`src/rtl/dmi_req_arbiter.sv`:
```
// dmi_req_arbiter: shares the Debug Module's single DMI request/response port
// between two masters (m0 = JTAG DTM, m1 = on-chip debug agent). One
// transaction is in flight at a time; the response is routed back to the
// master that owns it. Write completions are generated locally, because the
// DM only returns rsp_valid for reads.
// Optional feature: define DMI_ARB_TIMEOUT_EN to fail a transaction that
// stays in ISSUE/WAIT_RSP for TIMEOUT_CYCLES cycles.
module dmi_req_arbiter #(
    parameter int TIMEOUT_CYCLES = 64
) (
    input  logic        clk_i,
    input  logic        reset_i,

    input  logic        m0_req_valid_i,
    input  logic [1:0]  m0_req_op_i,
    input  logic [6:0]  m0_req_address_i,
    input  logic [31:0] m0_req_data_i,
    output logic        m0_req_ready_o,
    output logic        m0_rsp_valid_o,
    output logic [31:0] m0_rsp_data_o,
    output logic [1:0]  m0_rsp_op_o,

    input  logic        m1_req_valid_i,
    input  logic [1:0]  m1_req_op_i,
    input  logic [6:0]  m1_req_address_i,
    input  logic [31:0] m1_req_data_i,
    output logic        m1_req_ready_o,
    output logic        m1_rsp_valid_o,
    output logic [31:0] m1_rsp_data_o,
    output logic [1:0]  m1_rsp_op_o,

    output logic        dmi_req_valid_o,
    output logic [1:0]  dmi_req_op_o,
    output logic [6:0]  dmi_req_address_o,
    output logic [31:0] dmi_req_data_o,
    input  logic        dmi_req_ready_i,
    input  logic        dmi_rsp_valid_i,
    input  logic [31:0] dmi_rsp_data_i,
    input  logic [1:0]  dmi_rsp_op_i,

    output logic        busy_o,
    output logic        grant_o
);

    typedef enum logic [1:0] {IDLE, ISSUE, WAIT_RSP, RESPOND} state_t;

    localparam logic [1:0] OP_READ  = 2'b01;
    localparam logic [1:0] OP_WRITE = 2'b10;
    localparam logic [1:0] RSP_OK   = 2'b00;
    localparam logic [1:0] RSP_FAIL = 2'b10;

    if (TIMEOUT_CYCLES < 2) begin : g_bad_timeout
        $error("dmi_req_arbiter: TIMEOUT_CYCLES must be at least 2");
    end

    state_t      state_q, state_d;
    logic        last_q;          // owner of current/last transaction, 1 = m1
    logic        owner_d;
    logic [1:0]  hold_op_q;
    logic [6:0]  hold_addr_q;
    logic [31:0] hold_data_q;
    logic        win0, win1, accept;
    logic        load_rsp;
    logic [31:0] rsp_data_d;
    logic [1:0]  rsp_op_d;
    logic        timeout_hit;
    logic [31:0] m0_rsp_data_q, m1_rsp_data_q;
    logic [1:0]  m0_rsp_op_q, m1_rsp_op_q;

`ifdef DMI_ARB_TIMEOUT_EN
    localparam int CNT_W = $clog2(TIMEOUT_CYCLES);
    logic [CNT_W-1:0] cnt_q;

    // Timeout counter: cleared on acceptance, counts every ISSUE/WAIT_RSP cycle.
    always_ff @(posedge clk_i or posedge reset_i) begin
        if (reset_i) begin
            cnt_q <= '0;
        end else if (accept) begin
            cnt_q <= '0;
        end else if (state_q == ISSUE || state_q == WAIT_RSP) begin
            cnt_q <= cnt_q + CNT_W'(1);
        end
    end

    assign timeout_hit = (state_q == ISSUE || state_q == WAIT_RSP) &&
                         (cnt_q == CNT_W'(TIMEOUT_CYCLES - 1));
`else
    assign timeout_hit = 1'b0;
`endif

    // Next-state, arbitration, DM request drive and response selection.
    always_comb begin
        // NOTE: every signal gets a default before the case so no path leaves
        // it unassigned, which would otherwise infer a latch.
        state_d         = state_q;
        accept          = 1'b0;
        owner_d         = last_q;
        load_rsp        = 1'b0;
        rsp_data_d      = 32'd0;
        rsp_op_d        = RSP_OK;
        dmi_req_valid_o = 1'b0;

        // Round-robin: on a tie the master not granted last time wins.
        win0 = m0_req_valid_i && (!m1_req_valid_i || last_q);
        win1 = m1_req_valid_i && (!m0_req_valid_i || !last_q);

        case (state_q)
            IDLE: begin
                if (win0 || win1) begin
                    accept  = 1'b1;
                    owner_d = win1;
                    // Reserved op 11 is handled like a nop: never sent to the DM.
                    if ((win1 ? m1_req_op_i : m0_req_op_i) inside {OP_READ, OP_WRITE}) begin
                        state_d = ISSUE;
                    end else begin
                        state_d  = RESPOND;
                        load_rsp = 1'b1;
                    end
                end
            end
            ISSUE: begin
                dmi_req_valid_o = !timeout_hit;
                if (!timeout_hit && dmi_req_ready_i) begin
                    if (hold_op_q == OP_WRITE) begin
                        state_d  = RESPOND;
                        load_rsp = 1'b1;
                    end else if (dmi_rsp_valid_i) begin
                        state_d    = RESPOND;
                        load_rsp   = 1'b1;
                        rsp_data_d = dmi_rsp_data_i;
                        rsp_op_d   = dmi_rsp_op_i;
                    end else begin
                        state_d = WAIT_RSP;
                    end
                end else if (timeout_hit) begin
                    state_d  = RESPOND;
                    load_rsp = 1'b1;
                    rsp_op_d = RSP_FAIL;
                end
            end
            WAIT_RSP: begin
                if (dmi_rsp_valid_i) begin
                    state_d    = RESPOND;
                    load_rsp   = 1'b1;
                    rsp_data_d = dmi_rsp_data_i;
                    rsp_op_d   = dmi_rsp_op_i;
                end else if (timeout_hit) begin
                    state_d  = RESPOND;
                    load_rsp = 1'b1;
                    rsp_op_d = RSP_FAIL;
                end
            end
            RESPOND: state_d = IDLE;
            default: state_d = IDLE;
        endcase
    end

    // State, grant, holding registers and per-master response registers.
    always_ff @(posedge clk_i or posedge reset_i) begin
        // NOTE: the holding and response registers are reset as well, so that
        // data/op outputs read 0 after reset rather than stale values.
        if (reset_i) begin
            state_q       <= IDLE;
            last_q        <= 1'b1;
            hold_op_q     <= 2'd0;
            hold_addr_q   <= 7'd0;
            hold_data_q   <= 32'd0;
            m0_rsp_data_q <= 32'd0;
            m0_rsp_op_q   <= 2'd0;
            m1_rsp_data_q <= 32'd0;
            m1_rsp_op_q   <= 2'd0;
        end else begin
            // NOTE: non-blocking assignments, so every register here samples
            // the pre-edge values regardless of statement order.
            state_q <= state_d;
            if (accept) begin
                last_q      <= owner_d;
                hold_op_q   <= owner_d ? m1_req_op_i      : m0_req_op_i;
                hold_addr_q <= owner_d ? m1_req_address_i : m0_req_address_i;
                hold_data_q <= owner_d ? m1_req_data_i    : m0_req_data_i;
            end
            // Only the owner's response registers change, so the other
            // master's data/op stay stable.
            if (load_rsp) begin
                if (owner_d) begin
                    m1_rsp_data_q <= rsp_data_d;
                    m1_rsp_op_q   <= rsp_op_d;
                end else begin
                    m0_rsp_data_q <= rsp_data_d;
                    m0_rsp_op_q   <= rsp_op_d;
                end
            end
        end
    end

    // Readies are masked by reset so nothing is accepted while reset is held.
    assign m0_req_ready_o = !reset_i && (state_q == IDLE) && win0;
    assign m1_req_ready_o = !reset_i && (state_q == IDLE) && win1;

    assign m0_rsp_valid_o = (state_q == RESPOND) && !last_q;
    assign m1_rsp_valid_o = (state_q == RESPOND) &&  last_q;
    assign m0_rsp_data_o  = m0_rsp_data_q;
    assign m0_rsp_op_o    = m0_rsp_op_q;
    assign m1_rsp_data_o  = m1_rsp_data_q;
    assign m1_rsp_op_o    = m1_rsp_op_q;

    assign dmi_req_op_o      = hold_op_q;
    assign dmi_req_address_o = hold_addr_q;
    assign dmi_req_data_o    = hold_data_q;

    assign busy_o  = (state_q != IDLE);
    assign grant_o = last_q;

endmodule

```
`config.mk`:
```
export PLATFORM = sky130hd
export DESIGN_NAME = dmi_req_arbiter
export DESIGN_NICKNAME = d
export VERILOG_FILES = /design/src/rtl/dmi_req_arbiter.sv
export SDC_FILE = /design/constraint.sdc
export NUM_CORES = 1
export LEC_CHECK = 0
export ABC_AREA = 1
export CAP_MARGIN = 10
export CORE_MARGIN = 4
export CORE_UTILIZATION = 42
export CTS_BUF_LIST = sky130_fd_sc_hd__clkbuf_8 sky130_fd_sc_hd__clkbuf_16
export DETAILED_ROUTE_END_ITERATION = 10
export PLACE_DENSITY = 0.81
export REMOVE_ABC_BUFFERS = 1
export SLEW_MARGIN = 20
export SYNTH_ARGS = -nofsm -noshare
export SYNTH_HDL_FRONTEND = slang
export SYNTH_SLANG_ARGS = --single-unit
```
`constraint.sdc`:
```
create_clock -name clk_i -period 5 [get_ports clk_i]
set_input_delay 1 -clock clk_i [delete_from_list [all_inputs] [get_ports clk_i]]
set_output_delay 1 -clock clk_i [all_outputs]
set_load 0.01 [all_outputs]
```
==> out/qor.csv, run 1 <==
stage,metric,value,unit
placement,RD Place Congestion,0.7969,
yosys,"Avg Cell Area, Syn",7.974,sq um
detailed_routing,"antenna viol nets, final",0,
outcome,status,"complete, no violations",
sta,Final Skew,0.006433,ns
cts,CTS Buf Count,9,
sta,final worst-path cycle share,0.6877,
worst_hold_path,HP Class,reg -> reg,
job,max-cap violation count,0,
cts,"Clk Latency, worst-skew pair",0.34,ns
yosys,most common cell in the synthesized netlist,nand2_1,
floorplan,# IOs,238,
yosys,Yosys cell types,24,
cts,Clock Pin Slew Worst Setup and Hold Paths,0.08,ns
detailed_routing,final wirelength,16750,um
cts,CTS Sinks,112,
power_and_ir_drop,Net Sw Frac,0.4210,
sta,final setup violation count,0,
layout,"Design Area, Final",7996,sq um
yosys,"EDFF count, synth",0,
setup_path,Worst Path Max Fanout,77,
grt,GRT Util Overall,0.2294,
sta,RSZ-0062 raised after global routing,false,
cts,TritonCTS clock tree,built,
floorplan,Cell Rows,40,
sta,final hold vios,0,
power_and_ir_drop,Int Power,2.912,mW
placement,Inst Count DP,1028,
power_and_ir_drop,total power draw,5.029,mW
floorplan,die height,120.5,um
sta,final worst slack,1.562,ns
yosys,Post-synth ARST share,1.000,
sta,Worst-Margin Slew,1.122,ns
yosys,Syn Inst Count,667,
layout,Layout Nets,998,
power_and_ir_drop,power share of the sequential group,0.315,
layout,share of cells above drive strength 1,0.03657,
worst_hold_path,hold path depth,2,
setup_path,Worst EP arrival,3.67,ns
placement,IO buf count,237,
power_and_ir_drop,VDD IR max,337.1,uV
grt,first-pass GRT wire length,26680,um
placement,Placed Area,7699,sq um
grt,initial antenna violation count,0,
yosys,Post-Syn Area,5319,sq um
worst_hold_path,min-delay src,m0_rsp_op_o[0],
setup_path,flop2flop setup slack,1.95,ns
sta,worst rel slew slack,0.2471,
yosys,"FF+latch count, synth",112,
cts,post-CTS setup repair buffer count,0,
detailed_routing,Avg WL per Cell,16.06,um
layout,Final Non-Filler Cells,1043,
power_and_ir_drop,power density cells,628.9,nW/um^2
placement,dpl hpwl,11240,um
sta,Tmin final,3.438,ns
floorplan,core footprint,12210,sq um
yosys,post-synth top area share,0.5222,
detailed_routing,drt drc,0,
power_and_ir_drop,Clock Power Share,0.145,
setup_path,CP endpoint kind,flop,
yosys,Synth top cells by count,"nand2_1 (275), dfrtp_1 (111), nor2_1 (80)",
setup_path,Critical R2R Launch,state_q[0],
sta,maximum clock rate,290.8,MHz
layout,fillers,1057,
detailed_routing,vias,5374,
placement,Post-Place Setup Slack,1.232,ns
yosys,"Seq/Total Area, Yosys",0.5272,
layout,Synth-to-Final Area Change,50.34,%
cts,hold buffer count at CTS,0,
sta,"Slew Viols, Final",0,
detailed_routing,DRT iter0 DRCs,443,
cts,Root Driver,clkbuf_16,
detailed_routing,Via-to-Cell Ratio,5.152,
cts,H-tree levels,3,
floorplan,die width,120.5,um
grt,gr ovfl total,0,
grt,largest net degree at the start of global routing,83,
setup_path,FF-to-FF path depth,9,
cts,worst-case clock buffer depth,2,
setup_path,Setup crit start kind,input port,
power_and_ir_drop,P_sw,2.117,mW
yosys,largest area contributor in the netlist,dfrtp_1,
layout,# diodes,0,
floorplan,die area,14530,sq um
power_and_ir_drop,Leak,3.671,nW
yosys,top_reg_cell synth,dfrtp_1,
yosys,Yosys warning total,0,
setup_path,WS Path Type,in -> reg,
grt,vias in the first global route,5274,
worst_hold_path,hold endpoint,m0_rsp_op_o[0],
detailed_routing,TritonRoute pass-1 iters,5,
floorplan,Initial Util,0.4356,
yosys,Synth area leaders,"dfrtp_1 (52%), nand2_1 (19%), nand4_1 (8.0%), nor2_1 (5.6%), a31oi_1 (4.7%)",
setup_path,worst reg2reg endpoint,m1_rsp_data_o[16],
power_and_ir_drop,Combinational Power Share,0.539,
setup_path,Worst Path Required,5.23,ns
cts,post-CTS sizing,0,
worst max path at each step:
stage / depth (start not counted) / from / endpoint / slack, ns
6_report: 9 / m1_req_valid_i / m1_rsp_data_o[16] / 1.56
4_1_cts: 9 / m1_req_valid_i / m1_rsp_data_o[16] / 1.55
2_1_floorplan: 7 / m1_req_valid_i / m1_rsp_data_o[0] / -0.49
3_3_place_gp: 9 / m1_req_valid_i / m1_rsp_data_o[17] / 1.33
5_1_grt: 9 / m1_req_valid_i / m1_rsp_data_o[16] / 1.37
3_5_place_dp: 9 / m1_req_valid_i / m1_rsp_data_o[30] / 1.23
sequential cells by signal, summed over array words and instances, names as in the netlist:
signal and count:
m0_rsp_data_o 32, m1_rsp_op_o 2, dmi_req_address_o 7, m1_rsp_data_o 32
dmi_req_data_o 32, dmi_req_op_o 2, state_q 2, grant_o 1
m0_rsp_op_o 2
area by class of cell:
type                            count  area [sq um]  area share
Timing Repair Buffer              244          2425      0.3032
Clock inverter                      5         57.56    0.007198
Clock buffer                       10         239.0     0.02989
Inverter                           19         75.07    0.009388
Multi-Input combinational cell    485          2186      0.2734
Sequential cell                   112          2804      0.3506
Tap cell                          168         210.2     0.02629
cell families (layout without fill, tap and decap cells):
logic type,count (synthesis),count (layout),synth area share
AOI/OAI and AO/OA,52,52,0.05951
adders and majority gates,5,5,0.01176
buffers and inverters,70,278,0.06398
DFF,112,112,0.5272
and+or+nand+nor,428,428,0.3376
layer usage:
layer | vias to the layer above | GRT usage | wire (um)
met4 | 0 | 0.07153 | 267
met5 | - | 0 | 0
met2 | 247 | 0.3814 | 8043
met1 | 2502 | 0.2749 | 6602
met3 | 18 | 0.08934 | 1834
li1 | 2607 | - | -
metrics by stage:
| step | utilization | TNS (ns) | hold slack (ns) |
|---|---|---|---|
| finish | 0.6548 | 0 | 0.4725 |
| floorplan | - | -33.00 | 0.5086 |
| detailed placement | 0.6304 | 0 | 0.4575 |
| CTS | 0.6547 | 0 | 0.4756 |
| global placement | 0.6304 | 0 | 0.4530 |
| global route | 0.6548 | 0 | 0.5013 |
cell usage in the layout, fill, tap and decap left out, types with 2 or more instances in the layout:
master / count
clkbuf_16: 9
inv_1: 15
nand2_1: 275
inv_2: 2
clkdlybuf4s50_1: 237
o21ai_0: 3
clkinvlp_4: 2
nand2_2: 2
nand4_1: 68
nor2_1: 79
a21oi_1: 4
ha_1: 5
a31oi_1: 40
nand3_2: 2
dfrtp_1: 111
buf_4: 7
critical path, stage by stage:
cell             delay (ns)
clkdlybuf4s50_1        0.50
inv_1                  0.07
nor2_1                 0.12
nand2_1                0.08
nand2_2                0.09
buf_4                  0.65
nand3_2                0.77
nand2_1                0.29
nand2_1                0.08
power groups by stage:
| stage | registers [mW] | logic (mW) | clock network, mW |
|---|---|---|---|
| 2_1_floorplan | 1.77 | 1.10 | 0 |
| 3_3_place_gp | 1.59 | 2.69 | 0 |
| 3_5_place_dp | 1.60 | 2.73 | 0 |
| 4_1_cts | 1.59 | 2.74 | 0.743 |
| 5_1_grt | 1.65 | 2.96 | 0.774 |
| 6_report | 1.59 | 2.71 | 0.730 |
Power figures use the tool's default switching activity.
==> inputs of run 2 (changes only) <==
- CORE_UTILIZATION: 42 -> 38
- PLACE_DENSITY: 0.81 -> 0.77
- clock period: 5 -> 3 ns (I/O delays scaled with it)
==> out/qor.csv, run 2 (same netlist as run 1, synthesis figures left out) <==
stage,metric,value,unit
outcome,status,"complete, no violations",
floorplan,die area,15950,sq um
detailed_routing,vias,5362,
sta,maximum clock rate,370.7,MHz
setup_path,Worst Path Required,2.40,ns
sta,final worst-path cycle share,0.8993,
floorplan,Initial Util,0.3954,
sta,worst hold slack,0.4701,ns
sta,setup TNS,0,ns
layout,Layout Nets,1003,
setup_path,WS Path Type,reg -> out,
setup_path,Setup crit start kind,flop,
placement,Inst Count DP,1041,
sta,worst rel slew slack,0.4205,
sta,Worst-Margin Slew,0.8692,ns
cts,CTS Buf Count,9,
layout,Synth-to-Final Area Change,51.80,%
setup_path,Worst EP arrival,2.10,ns
floorplan,# IOs,238,
power_and_ir_drop,total power draw,8.431,mW
cts,worst-case clock buffer depth,2,
layout,Final Non-Filler Cells,1056,
grt,vias in the first global route,5227,
cts,Clock Pin Slew Worst Setup and Hold Paths,0.07,ns
cts,"Clk Latency, worst-skew pair",0.35,ns
detailed_routing,DRT iter0 DRCs,406,
sta,Tmin final,2.698,ns
detailed_routing,final wirelength,16820,um
grt,initial antenna violation count,0,
cts,post-CTS setup repair buffer count,0,
layout,share of cells above drive strength 1,0.04318,
grt,first-pass GRT wire length,26570,um
placement,IO buf count,237,
setup_path,CP endpoint kind,output pin,
layout,most frequent cells in the layout,"nand2_1 (275), clkdlybuf4s50_1 (237), dfrtp_1 (111), nor2_1 (79), nand4_1 (68)",
cts,CTS Sinks,112,
layout,"most common cell after layout, fill and taps aside",nand2_1,
detailed_routing,"antenna viol nets, final",0,
cts,hold buffer count at CTS,0,
cts,H-tree levels,3,
cts,TritonCTS clock tree,built,
placement,dpl hpwl,11520,um
floorplan,Cell Rows,42,
setup_path,Worst Path Max Fanout,6,
worst_hold_path,HP Class,reg -> reg,
detailed_routing,Via-to-Cell Ratio,5.078,
job,max-cap violation count,0,
sta,Final Skew,0.009894,ns
detailed_routing,drt drc,0,
floorplan,die width,126.3,um
power_and_ir_drop,power density cells,1044,nW/um^2
cts,Root Driver,clkbuf_16,
grt,gr ovfl total,0,
sta,final hold vios,0,
power_and_ir_drop,VDD IR max,685.6,uV
power_and_ir_drop,Leak,3.707,nW
detailed_routing,TritonRoute pass-1 iters,5,
cts,post-CTS sizing,0,
placement,RD Place Congestion,0.7896,
detailed_routing,Avg WL per Cell,15.93,um
sta,final setup violation count,0,
layout,# diodes,0,
grt,GRT Util Overall,0.2055,
sta,"Slew Viols, Final",0,
sta,RSZ-0062 raised after global routing,false,
grt,largest net degree at the start of global routing,83,
floorplan,die height,126.3,um
floorplan,core footprint,13450,sq um
## run 2: cell count changes in the layout (fill, tap and decap cells not counted)
cell,before,now
buf_12,0,3
buf_4,7,9
clkinv_4,0,2
a21oi_2,1,0
a21oi_4,0,1
bufinv_16,1,0
clkbuf_8,1,2
clkinvlp_4,2,1
inv_1,15,14
inv_2,2,3
inv_6,1,0
## run 2: layout make-up
| type | instances | area, sq um |
|---|---|---|
| Clock buffer | 11 | 252.7 |
| Timing Repair Buffer | 249 | 2500 |
| Tap cell | 176 | 220.2 |
| Multi-Input combinational cell | 485 | 2193 |
| Inverter | 19 | 73.82 |
| Clock inverter | 4 | 30.03 |
| Fill cell | 1236 | 5379 |
| Sequential cell | 112 | 2804 |
## run 2: routing by layer
layer / global-route usage / up-vias / wire, um
met5: 0 / - / 0
li1: - / 2605 / -
met2: 0.3524 / 261 / 8120
met4: 0.06057 / 0 / 259
met3: 0.07902 / 19 / 1896
met1: 0.2401 / 2477 / 6540
## run 2: worst paths after layout
kind                                 endpoint  cells past startpoint  slack [ns]             start
max reg2reg                 m0_rsp_data_o[12]                     10        0.78        state_q[0]
max                            m0_req_ready_o                      5        0.30        state_q[0]
min reg2reg                  m0_rsp_data_o[0]                      2        0.47  m0_rsp_data_o[0]
min                          m0_rsp_data_o[0]                      2        0.47  m0_rsp_data_o[0]
min in group asynchronous  dmi_req_data_o[13]                      3        0.76           reset_i
max in group asynchronous   m0_rsp_data_o[13]                      4        0.96           reset_i
## run 2: per-stage QoR
stage	worst slack, ns	area [sq um]	utilization
after global placement	0.4734	7791	0.5791
after global routing	0.1200	8074	0.6002
after detailed placement	0.4323	7791	0.5791
final	0.3022	8074	0.6002
after CTS	0.2954	8074	0.6002
after floorplan	-2.276	5050	-
## run 2: power breakdown
group	switching [mW]	internal (mW)	leakage, nW
combinational	2.60	2.05	2.14
clock	0.538	0.606	0.138
sequential	0.420	2.22	1.43
## run 2: worst max-delay path, stage by stage (launching register included)
cell and delay [ns]:
dfrtp_1 0.43, inv_1 0.12, ha_1 0.31, nand2_1 0.12, nor3_1 0.21, clkdlybuf4s50_1 0.57
